File: src/rtl/d_mem_port_arb.sv
// -----------------------------------------------------------------------------
// d_mem_port_arb
//
// Round-robin arbiter sharing one synchronous-read data-memory port (1-cycle
// read latency) among NUM_REQ requesters. The memory-side port is driven
// combinationally from the current winner. Registered read data is routed
// back to the requester that issued the read. A requester may take an
// exclusive lock for read-modify-write sequences. The lock is force-released
// after LOCK_MAX cycles.
//
// Ports
//   clock, rst_n      core clock, asynchronous active-low reset
//   req_valid/wr/lock per-requester request, write select, lock request
//   req_addr          NUM_REQ x AW word addresses, requester i at [i*AW +: AW]
//   req_byteen        NUM_REQ x 4 byte enables (writes only)
//   req_data          NUM_REQ x 32 write data
//   req_ready         one-hot grant; an access is accepted on valid & ready
//   rsp_valid         one-cycle pulse: read data on rsp_data belongs to i
//   rsp_data          shared read-data bus, qualified by rsp_valid
//   lock_expired      one-cycle pulse on a forced lock release
//   mem_*             memory port (address, byte enables, write data,
//                     read/write enables, read data mem_q)
// -----------------------------------------------------------------------------
module d_mem_port_arb #(
  parameter int NUM_REQ  = 4,
  parameter int AW       = 12,
  parameter int LOCK_MAX = 16
) (
  input  logic                  clock,
  input  logic                  rst_n,
  input  logic [NUM_REQ-1:0]    req_valid,
  input  logic [NUM_REQ-1:0]    req_wr,
  input  logic [NUM_REQ-1:0]    req_lock,
  input  logic [NUM_REQ*AW-1:0] req_addr,
  input  logic [NUM_REQ*4-1:0]  req_byteen,
  input  logic [NUM_REQ*32-1:0] req_data,
  output logic [NUM_REQ-1:0]    req_ready,
  output logic [NUM_REQ-1:0]    rsp_valid,
  output logic [31:0]           rsp_data,
  output logic                  lock_expired,
  output logic [AW-1:0]         mem_address,
  output logic [3:0]            mem_byteena,
  output logic [31:0]           mem_data,
  output logic                  mem_rden,
  output logic                  mem_wren,
  input  logic [31:0]           mem_q
);

  localparam int IW = (NUM_REQ > 1) ? $clog2(NUM_REQ) : 1;
  localparam int CW = $clog2(LOCK_MAX + 1);

  typedef enum logic {S_IDLE, S_LOCKED} state_t;

  state_t          state_q, state_d;
  logic [IW-1:0]   rr_ptr_q, rr_ptr_d;
  logic [IW-1:0]   owner_q, owner_d;
  logic [CW-1:0]   lock_cnt_q, lock_cnt_d;
  logic            rd_pend_q;
  logic [IW-1:0]   rd_id_q;

  logic            rr_found;
  logic [IW-1:0]   rr_winner;
  logic [IW:0]     scan_idx;
  logic            grant_vld;
  logic [IW-1:0]   grant_id;
  logic            expire;

  function automatic logic [IW-1:0] next_id(input logic [IW-1:0] id);
    return (id == IW'(NUM_REQ - 1)) ? '0 : id + 1'b1;
  endfunction

  // First valid requester scanning upward from rr_ptr with wrap.
  always_comb begin
    // NOTE: every variable gets a default before any conditional assignment,
    // so no path leaves it unassigned and no latch is inferred.
    rr_found  = 1'b0;
    rr_winner = '0;
    scan_idx  = '0;
    for (int i = 0; i < NUM_REQ; i++) begin
      scan_idx = {1'b0, rr_ptr_q} + (IW+1)'(i);
      if (scan_idx >= (IW+1)'(NUM_REQ)) scan_idx = scan_idx - (IW+1)'(NUM_REQ);
      if (!rr_found && req_valid[scan_idx[IW-1:0]]) begin
        rr_found  = 1'b1;
        rr_winner = scan_idx[IW-1:0];
      end
    end
  end

  // Grant decision. While locked only the owner may win. The expiry cycle
  // grants nobody so the forced release is clean.
  always_comb begin
    grant_vld = 1'b0;
    grant_id  = rr_winner;
    expire    = 1'b0;
    case (state_q)
      S_IDLE:   grant_vld = rr_found;
      S_LOCKED: begin
        if (lock_cnt_q == CW'(LOCK_MAX)) begin
          expire = 1'b1;
        end else begin
          grant_id  = owner_q;
          grant_vld = req_valid[owner_q];
        end
      end
      default: ;
    endcase
    // Keep the port and grants quiet while reset is held.
    grant_vld = grant_vld & rst_n;
  end

  // State register.
  always_ff @(posedge clock or negedge rst_n) begin
    if (!rst_n) begin
      state_q    <= S_IDLE;
      rr_ptr_q   <= '0;
      owner_q    <= '0;
      lock_cnt_q <= '0;
      rd_pend_q  <= 1'b0;
      rd_id_q    <= '0;
    end else begin
      // NOTE: sequential state uses non-blocking assignments so every flop
      // samples pre-edge values regardless of statement order.
      state_q    <= state_d;
      rr_ptr_q   <= rr_ptr_d;
      owner_q    <= owner_d;
      lock_cnt_q <= lock_cnt_d;
      rd_pend_q  <= grant_vld & ~req_wr[grant_id];
      rd_id_q    <= grant_id;
    end
  end

  // Next-state logic.
  always_comb begin
    state_d    = state_q;
    rr_ptr_d   = rr_ptr_q;
    owner_d    = owner_q;
    lock_cnt_d = lock_cnt_q;
    case (state_q)
      S_IDLE: begin
        if (grant_vld) begin
          rr_ptr_d = next_id(grant_id);
          if (req_lock[grant_id]) begin
            state_d    = S_LOCKED;
            owner_d    = grant_id;
            lock_cnt_d = CW'(1);
          end
        end
      end
      S_LOCKED: begin
        if (expire) begin
          state_d    = S_IDLE;
          rr_ptr_d   = next_id(owner_q);
          lock_cnt_d = '0;
        end else if (!req_lock[owner_q]) begin
          // The owner's access in this cycle, if any, is still granted.
          state_d    = S_IDLE;
          lock_cnt_d = '0;
        end else begin
          lock_cnt_d = lock_cnt_q + 1'b1;
        end
      end
      default: state_d = S_IDLE;
    endcase
  end

  // Outputs: memory port from the winner, read return from the pending slot.
  always_comb begin
    req_ready    = '0;
    mem_address  = '0;
    mem_byteena  = '0;
    mem_data     = '0;
    mem_rden     = 1'b0;
    mem_wren     = 1'b0;
    rsp_valid    = '0;
    rsp_data     = '0;
    lock_expired = expire;
    if (grant_vld) begin
      req_ready[grant_id] = 1'b1;
      mem_address         = req_addr[grant_id*AW +: AW];
      mem_data            = req_data[grant_id*32 +: 32];
      mem_wren            = req_wr[grant_id];
      mem_rden            = ~req_wr[grant_id];
      mem_byteena         = req_wr[grant_id] ? req_byteen[grant_id*4 +: 4] : 4'h0;
    end
    if (rd_pend_q) begin
      rsp_valid[rd_id_q] = 1'b1;
      rsp_data           = mem_q;
    end
  end

endmodule
File: config.mk
export PLATFORM = sky130hd
export DESIGN_NAME = d_mem_port_arb
export DESIGN_NICKNAME = d
export VERILOG_FILES = /design/src/rtl/d_mem_port_arb.sv
export SDC_FILE = /design/constraint.sdc
export NUM_CORES = 1
export LEC_CHECK = 0
export CORE_AREA = 2 2 126 128
export DETAILED_ROUTE_END_ITERATION = 10
export DIE_AREA = 0 0 128 130
export GPL_TIMING_DRIVEN = 0
export MAX_ROUTING_LAYER = met4
export SKIP_LAST_GASP = 1
export SYNTH_ARGS = -nofsm -noshare
export SYNTH_HDL_FRONTEND = slang
export SYNTH_SLANG_ARGS = --single-unit
File: constraint.sdc
create_clock -name clock -period 3.6 [get_ports clock]
set_clock_uncertainty 0.15 [all_clocks]
set_input_delay 1.08 -clock clock [delete_from_list [all_inputs] [get_ports clock]]
set_output_delay 1.08 -clock clock [all_outputs]
set_load 0.005 [all_outputs]
Yosys cells after proc, flatten, opt, wreduce, memory -nomap -nowiden
Index checks and enable logic that the tools add are counted.
- word-level logic and storage cells: 116
- input bits: 238
- flip-flop bits (word level): 13
- output and inout port bits: 91
- shift operators: 3
- $lt $le $gt $ge: 13
- reductions and logical operators: 11
- eq/ne operators: 6
- add/subtract/negate cells: 10
- mux-type cells: 62
- $mul: 1
- bitwise gates (word level): 4
- operator list (operator ; count):
    $shiftx 128x8->32 ; 1
    $mux 32 ; 2
    $shiftx 48x7->12 ; 1
    $mux 2 ; 14
    $mux 1 ; 23
    $lt 2x3->1 const B ; 7
    $mux 5 ; 4
    $bmux 1 s2 ; 8
    $mux 4 ; 4
    $shiftx 16x5->4 ; 1
    $mux 12 ; 1
    $pmux 5 s2 ; 1
    $ge 3x3->1 const B ; 3
    $sub 2x1->2 const B ; 4
    $add 2x2->3 const B ; 2
    $ne 2x2->1 const B ; 3
    $add 5x1->5 const B ; 1
    $eq 5x5->1 const B ; 1
    $logic_and 1x1->1 ; 5
    $add 2x1->2 const B ; 2
    $demux 1 s2 ; 2
    $eq 2x2->1 const B ; 2
    $ge 2x1->1 const B ; 2
    $mul 2x2->4 const B ; 1
    9 further kinds ; 15

Longest topological paths before layout
Gate-level depths: netlist of run 1.
- depth in word-level cells: 21
- gate-level depth with buffers: 12

Worst setup path before layout of run 1
No wires, ideal clock.
- path type: input to output
- start: input req_valid[0]
- end: output mem_byteena[0]
- data arrival time: 2.624 ns
- stages: 8
- slack: -0.254 ns
- cell sequence: buf_6 > or4bb_1 > o21ai_1 > a221o_2 > nand2_4 > buf_6 > mux4_2 > nor3b_2
- word-level cells in the longest chain between the ends: 18
- RTL lines (element ; line ; text):
    from (decl) ; 31 ; input logic [NUM_REQ-1:0] req_valid,
    parallel branches: the longest is 17 deep, another holds $bmux 1 s2 ; - ;
    $mux 4 * ; 177 ; if (grant_vld) begin
    to (decl) ; 42 ; output logic [3:0] mem_byteena,
Mark *: on every way between the ends. The select of a mux whose other input is x is not followed.

Worst setup path after layout of run 1
- start: input req_valid[2]
- end: output mem_data[4]
- word-level cells in the longest chain between the ends: 16
- RTL lines (element ; line ; text):
    $bmux 1 s2 ; 82 ; if (!rr_found && req_valid[scan_idx[IW-1:0]]) begin
    $mux 1 (implied by the code) ; 82 ;
    $mux 1 ; 82 ;
    $logic_not 1->1 ; 82 ;
    $logic_and 1x1->1 ; 82 ;
    $mux 1 ; 82 ;
    $logic_not 1->1 ; 82 ;
    $logic_and 1x1->1 ; 82 ;
    $mux 1 ; 82 ;
    $logic_not 1->1 ; 82 ;
    $logic_and 1x1->1 ; 82 ;
    $mux 2 ; 82 ;
    $mux 2 ; 98 ; if (lock_cnt_q == CW'(LOCK_MAX)) begin
    $mux 2 ; 95 ; case (state_q)
    $shiftx 128x8->32 ; 180 ; mem_data = req_data[grant_id*32 +: 32];
    $mux 32 * ; 177 ;
    to (decl) ; 43 ; output logic [31:0] mem_data,
Every way passes the cells marked *; elsewhere a longest branch is shown, timed or not. The select of a mux whose other input is x is not followed.

==> results.sh, run 1 <==
export IMPL_p_per_area_mw_per_mm2=671
export IMPL_cts_root_buffer="clkbuf_16"
export IMPL_port_buffers=327
export IMPL_ctsHtreeMaxLevel=1
export IMPL_synthesis_nets=510
export IMPL_cts_sinks=13
export IMPL_synth_edf_count=0
export IMPL_antenna_cells=0
export IMPL_syn_area_sq_mm=0.00290
export IMPL_startpoint="req_valid[2]"
export IMPL_holdCritPathClass="reg -> reg"
export IMPL_syn_inst=265
export IMPL_dr_pass1_iters=4
export IMPL_route_detailed_wl_per_inst_um=19.0
export IMPL_cp_end_kind="output pin"
export IMPL_antenna_found_initial=0
export IMPL_reg2reg_slack_ps=850
export IMPL_timing_final_crit_share_pct=117
export IMPL_crit_type="in -> out"
export IMPL_fin_nets=897
export IMPL_grt_pass1_wl_mm=22.4
export IMPL_power_w=0.00507
export IMPL_cts_tree="built"
export IMPL_grt_usage_pct=18.1
export IMPL_vias=3846
export IMPL_hold_viol_final=0
export IMPL_worst_slack_ps=-625
export IMPL_drc=0
export IMPL_outcome="finished, violations left"
export IMPL_max_freq_ghz=0.237
export IMPL_die_w_um=128
export IMPL_area_delta_synth_final_pct=161
export IMPL_syn_area_per_cell_sq_um=10.9
export IMPL_grt_pass1_vias=4001
export IMPL_synth_seq_area_share_pct=11.2
export IMPL_r2r_cells=11
export IMPL_ys_types=56
export IMPL_cts_made_buffers=3
export IMPL_finalCriticalPeriod_ps=4230
export IMPL_cp_max_fo=5
export IMPL_die_area_sq_mm=0.0166
export IMPL_gp_congestion=0.807
export IMPL_fp_row_count=46
export IMPL_vdd_drop_max_uv=325
export IMPL_endpoint="mem_data[4]"
export IMPL_drive_above_1_share_pct=40.4
export IMPL_tightest_slew_ps=730
export IMPL_clkTransAtPathRegs_ps=50
export IMPL_wl_mm=16.0
export IMPL_synth_seq_cells=13
export IMPL_p_leak_nw=3.14
export IMPL_globalRouteOverflowTotal=0
export IMPL_grt_max_degree=16
export IMPL_setup_viol=54
export IMPL_clk_latency_ps=250
export IMPL_crit_arrival_ps=3000
export IMPL_r2r_end="owner_q[0]"
export IMPL_core_area_sq_mm=0.0154
export IMPL_drv_cap=0
export IMPL_crit_path_start_kind="primary input"
export IMPL_start_util_pct=18.8
export IMPL_io_pins=329
export IMPL_ys_warn_count=0
export IMPL_max_slew_margin_rel_pct=51.3
export IMPL_setup_tns_final_ps=-29640
export IMPL_die_h_um=130
export IMPL_cp_required_ps=2370
export IMPL_max_clock_path_buffers=2
export IMPL_drt_iter0_drc=223
export IMPL_holdWs_ps=430
export IMPL_drtAntennaViolNets=0
export IMPL_vias_per_cell=4.56
export IMPL_slew_viol_final=0
export IMPL_r2r_start="lock_cnt_q[0]"
export IMPL_violations="setup timing"
export IMPL_synthFlopType="dfrtp_1"
export IMPL_grt_setup_unrepaired="true"
export IMPL_ys_async_sr_fraction_pct=100
export IMPL_dp_hpwl_mm=12.7
logic make-up after synthesis:
group	Yosys count	share of synthesized area [%]
AND/OR/NAND/NOR	128	28.6
multiplexers	56	41.3
buffers and inverters	33	7.60
AO/OA/AOI/OAI	27	8.03
flip-flops	13	11.2
adder cells (fa/ha/maj)	7	3.02
XOR/XNOR	1	0.302
power breakdown:
part / internal (W) / leakage (nW) / total, W / switching (W)
combinational: 0.00295 / 2.94 / 0.00456 / 0.00162
clock: 0.000150 / 0.0382 / 0.000219 / 0.0000694
sequential: 0.000203 / 0.160 / 0.000284 / 0.0000809
flip-flops by register name, indices dropped and copies added (netlist names):
register    count
lock_cnt_q      5
owner_q         2
rd_id_q         2
rr_ptr_q        2
rd_pend_q       1
state_q         1
worst min path at each step:
stage,slack (ps),to,startpoint,cells after the start
final,430,lock_cnt_q[0],lock_cnt_q[0],1
after global routing,470,lock_cnt_q[0],lock_cnt_q[0],1
after CTS,440,lock_cnt_q[0],lock_cnt_q[0],1
after detailed placement,430,lock_cnt_q[0],lock_cnt_q[0],1
after global placement,400,lock_cnt_q[0],lock_cnt_q[0],1
after floorplan,380,lock_cnt_q[0],lock_cnt_q[0],1
layer usage:
layer | routed length [um] | GRT usage [%] | up-vias
met2 | 8540 | 33.6 | 206
met1 | 6190 | 21.0 | 1851
met3 | 1100 | 2.83 | 11
met4 | 159 | 2.71 | 0
met5 | 0 | - | -
li1 | - | - | 1778
layout by cell type, fill, tap and decap left out, types with 3 or more instances in the layout:
| master | n |
|---|---|
| clkdlybuf4s50_1 | 269 |
| mux4_2 | 50 |
| nor2b_4 | 42 |
| buf_2 | 37 |
| buf_6 | 33 |
| and2_1 | 32 |
| buf_4 | 22 |
| buf_12 | 15 |
| dfrtp_1 | 13 |
| nor2_1 | 10 |
| nand2_1 | 9 |
| inv_1 | 8 |
| buf_8 | 8 |
| clkbuf_16 | 6 |
| clkbuf_2 | 6 |
| nand3_1 | 5 |
| nor3b_2 | 4 |
| clkbuf_1 | 4 |
| ha_1 | 4 |
| o21ai_1 | 3 |
| a21oi_1 | 3 |
| mux2i_1 | 3 |
| nor2b_1 | 3 |
| nor3b_1 | 3 |
| ha_4 | 3 |
| buf_16 | 3 |
what timing repair did:
item,in CTS,in global routing
gates resized for setup,301,34
buffers inserted,52,6
endpoints found under the hold margin,0,0
gates cloned,4,2
endpoints found under the setup margin,54,54
pin swaps,10,4
hold buffers,0,0
critical path: stages:
cell and delay [ps]:
buf_12 90, nand2b_4 50, a21o_4 200, a32oi_2 230, buf_8 150, buf_8 120, buf_12 110, buf_8 120
buf_6 90, mux4_2 480, nor2b_4 130, buf_2 130
cells in the mapped netlist, types with 2 or more instances:
| master | number | area [sq um] |
|---|---|---|
| nor2b_1 | 45 | 282 |
| nand2_1 | 10 | 37.5 |
| buf_6 | 12 | 135 |
| and2_1 | 32 | 200 |
| nor2_1 | 11 | 41.3 |
| clkbuf_1 | 8 | 30.0 |
| dfrtp_1 | 13 | 325 |
| mux2i_1 | 3 | 30.0 |
| mux4_2 | 50 | 1130 |
| o21ai_1 | 3 | 15.0 |
| nor3b_1 | 3 | 22.5 |
| and3_1 | 2 | 12.5 |
| nor3b_2 | 4 | 50.1 |
| ha_1 | 7 | 87.6 |
| inv_1 | 11 | 41.3 |
| a21oi_1 | 3 | 15.0 |
| or2b_2 | 2 | 17.5 |
| nor3_1 | 2 | 10.0 |
| o32ai_1 | 2 | 17.5 |
| nand3_1 | 5 | 25.0 |
| a211oi_2 | 2 | 25.0 |
metrics by stage:
step / cell area [sq um] / std cells / util (%) / setup WS, ps
finish: 7550 / 843 / 49.0 / -625
global route: 7550 / 843 / 49.0 / -690
CTS: 7480 / 842 / 48.5 / -704
detailed placement: 6760 / 784 / 43.8 / -1520
global placement: 6760 / 784 / 43.8 / -1460
floorplan: 3240 / 265 / - / -242
final cells by class:
class,instances,area (sq um)
buffer,18,255
clock buffer,4,78.8
fill,1395,7870
inverter,12,52.6
multi-input combinational,219,2780
sequential,13,325
tap,192,240
timing repair buffer,385,3820
No activity file was read; power rests on OpenSTA's default activity.
==> run 2: changes to the inputs <==
==> config.mk (replaced) <==
export PLATFORM = sky130hd
export DESIGN_NAME = d_mem_port_arb
export DESIGN_NICKNAME = d
export VERILOG_FILES = /design/src/rtl/d_mem_port_arb.sv
export SDC_FILE = /design/constraint.sdc
export NUM_CORES = 1
export LEC_CHECK = 0
export ABC_AREA = 1
export CORE_AREA = 2 2 127 129
export CTS_CLUSTER_SIZE = 24
export DETAILED_ROUTE_END_ITERATION = 10
export DIE_AREA = 0 0 129 131
export GPL_TIMING_DRIVEN = 0
export MAX_ROUTING_LAYER = met4
export SYNTH_ARGS = -nofsm -noshare
export SYNTH_HDL_FRONTEND = slang
export SYNTH_SLANG_ARGS = --single-unit
==> run 2 against run 1 <==
The run still ends with setup timing left. Setup slack improved by 8.0 ps. Power rose by 68%. Final cell count is 42% higher. Design area rose by 2.5%. Combinational power increased by 76%. Critical path depth up 7. Worst hold slack got worse by 24 ps. Sequential power is 3% lower. Critical path type unchanged. Largest power group unchanged.
==> results.sh, run 2 <==
export IMPL_area_delta_synth_final_pct=137
export IMPL_gp_congestion=0.928
export IMPL_grt_max_degree=15
export IMPL_max_freq_ghz=0.237
export IMPL_syn_inst=607
export IMPL_drc=0
export IMPL_yosys_top_cells_count="nand2_1 (114), nor2_1 (104), inv_1 (73), o211ai_1 (52), a21oi_1 (49)"
export IMPL_antenna_found_initial=0
export IMPL_timing_final_crit_share_pct=117
export IMPL_drive_above_1_share_pct=23.8
export IMPL_crit_arrival_ps=2990
export IMPL_grt_setup_unrepaired="true"
export IMPL_clk_latency_ps=240
export IMPL_fp_row_count=46
export IMPL_vdd_drop_max_uv=455
export IMPL_start_util_pct=21.0
export IMPL_hold_viol_final=0
export IMPL_die_h_um=131
export IMPL_ys_warn_count=0
export IMPL_wl_mm=19.5
export IMPL_fin_nets=1225
export IMPL_slew_viol_final=0
export IMPL_largest_register_ff_count=5
export IMPL_synth_edf_count=0
export IMPL_p_per_area_mw_per_mm2=1100
export IMPL_cts_tree="built"
export IMPL_cp_end_kind="output pin"
export IMPL_yosysMostFrequentCell="nand2_1"
export IMPL_outcome="finished, violations left"
export IMPL_route_detailed_wl_per_inst_um=16.3
export IMPL_grt_pass1_wl_mm=27.4
export IMPL_crit_type="in -> out"
export IMPL_port_buffers=328
export IMPL_grt_usage_pct=21.4
export IMPL_synth_top_area_share_pct=13.1
export IMPL_cts_root_buffer="clkbuf_16"
export IMPL_cp_required_ps=2370
export IMPL_violations="setup timing"
export IMPL_setup_viol=54
export IMPL_synth_top_family_by_area="simple AND/OR/NAND/NOR gates"
export IMPL_die_area_sq_mm=0.0169
export IMPL_holdCritPathClass="reg -> reg"
export IMPL_drtAntennaViolNets=0
export IMPL_ctsHtreeMaxLevel=1
export IMPL_core_area_sq_mm=0.0156
export IMPL_p_leak_nw=3.54
export IMPL_io_pins=329
export IMPL_cts_made_buffers=3
export IMPL_final_cell_mix="clkdlybuf4s50_1 (269), nand2_1 (96), nor2_1 (74), inv_1 (65), buf_2 (55)"
export IMPL_synthFlopType="dfrtp_1"
export IMPL_ys_types=31
export IMPL_synth_xor_area_share_pct=0.803
export IMPL_cts_sinks=13
export IMPL_yosys_area_share_simple_pct=40.2
export IMPL_worst_slack_ps=-617
export IMPL_max_slew_margin_rel_pct=59.4
export IMPL_dp_cells=1151
export IMPL_vias_per_cell=4.56
export IMPL_synth_fa_ha_area_share_pct=2.68
export IMPL_largest_register="lock_cnt_q"
export IMPL_synth_seq_cells=13
export IMPL_dr_pass1_iters=4
export IMPL_drt_iter0_drc=221
export IMPL_ys_top_cells_by_area="nand2_1 (13%), nor2_1 (12%), o211ai_1 (12%), dfrtp_1 (9.9%), inv_1 (8.4%)"
export IMPL_yosys_mux_area_fraction_pct=0
export IMPL_tightest_slew_ps=609
export IMPL_vias=5453
export IMPL_ys_async_sr_fraction_pct=100
export IMPL_final_common_cell="clkdlybuf4s50_1"
export IMPL_synthesis_nets=852
export IMPL_dp_hpwl_mm=15.4
export IMPL_finalCriticalPeriod_ps=4220
export IMPL_max_clock_path_buffers=2
export IMPL_final_util_pct=49.6
export IMPL_synth_seq_area_share_pct=9.95
export IMPL_yosys_area_top_type="nand2_1"
export IMPL_grt_pass1_vias=5050
export IMPL_die_w_um=129
export IMPL_final_cells=1195
export IMPL_crit_path_start_kind="primary input"
export IMPL_synth_compound_area_share_pct=29.8
export IMPL_syn_area_sq_mm=0.00327
export IMPL_antenna_cells=0
export IMPL_cp_max_fo=5
export IMPL_clkTransAtPathRegs_ps=50
export IMPL_drv_cap=0
export IMPL_globalRouteOverflowTotal=0
export IMPL_syn_area_per_cell_sq_um=5.39
## run 2: worst paths after layout
kind | from | depth (start not counted) | slack [ps] | end
setup reg to reg | lock_cnt_q[0] | 17 | 900 | owner_q[0]
hold reg to reg | lock_cnt_q[4] | 2 | 410 | lock_cnt_q[4]
setup / recovery | req_valid[1] | 19 | -620 | mem_byteena[3]
max in group asynchronous | rst_n | 1 | 2350 | rd_pend_q
hold / removal | lock_cnt_q[4] | 2 | 410 | lock_cnt_q[4]
min in group asynchronous | rst_n | 1 | 690 | lock_cnt_q[1]
## run 2: layout make-up
| class | instances | area [sq um] |
|---|---|---|
| fillers | 1637 | 7860 |
| repair buffers | 369 | 3570 |
| multi-input cells | 473 | 2720 |
| plain buffers | 40 | 427 |
| inverters | 79 | 330 |
| flip-flops and latches | 13 | 325 |
| well taps | 216 | 270 |
| clock buffers | 4 | 78.8 |
| repair inverters | 1 | 16.3 |
## run 2: power by group
group / switching (W) / internal, W
Sequential: 0.0000688 / 0.000206
Combinational: 0.00407 / 0.00397
Clock: 0.0000582 / 0.000149
## run 2: cells by family (layout without fill, tap and decap cells)
| kind of cell | count (synthesis) | in the layout |
|---|---|---|
| buffers and inverters | 121 | 493 |
| AOI/OAI and AO/OA | 161 | 161 |
| adders and majority gates | 7 | 7 |
| xor gates and xnor gates | 3 | 3 |
| and+or+nand+nor | 302 | 302 |
| DFF | 13 | 13 |
## run 2: through the flow
step / worst slack [ps] / total power, W / TNS, ps / hold WS [ps] / cell area [sq um]
floorplan: -33.6 / 0.00385 / -560 / 358 / 3350
global placement: -1570 / 0.00635 / -77970 / 390 / 6910
detailed placement: -1570 / 0.00636 / -78440 / 397 / 6910
CTS: -639 / 0.00823 / -29660 / 406 / 7550
global route: -757 / 0.00926 / -36160 / 452 / 7740
finish: -617 / 0.00852 / -27460 / 406 / 7740
## run 2: worst max-delay path, stage by stage
cell and delay [ps]:
buf_8 100, nand2_2 60, nand2_2 70, nand2_2 70, nand2_2 60, nor2_4 140, nand3b_1 90, nand2_1 70
inv_2 50, a21oi_4 230, buf_8 150, buf_6 90, buf_12 100, o211ai_2 80, nand2_2 130, nand2_4 60
buf_6 140, nor2_2 90, buf_2 110
## run 2: per-layer routing
metal	global-route usage, %	wire length, um	vias up
met3	2.73	1380	20
met1	25.9	7900	2462
met2	38.3	9890	250
met4	4.28	312	0
met5	-	0	-
li1	-	-	2721
## run 2: what timing repair did
| item | in CTS | in global routing |
|---|---|---|
| hold buffers | 0 | 0 |
| setup buffers | 30 | 3 |
| pin swaps | 63 | 49 |
| gates cloned | 8 | 3 |
| endpoints found under the hold margin | 0 | 0 |
| setup endpoints to repair | 54 | 54 |
| gates resized for setup | 366 | 53 |
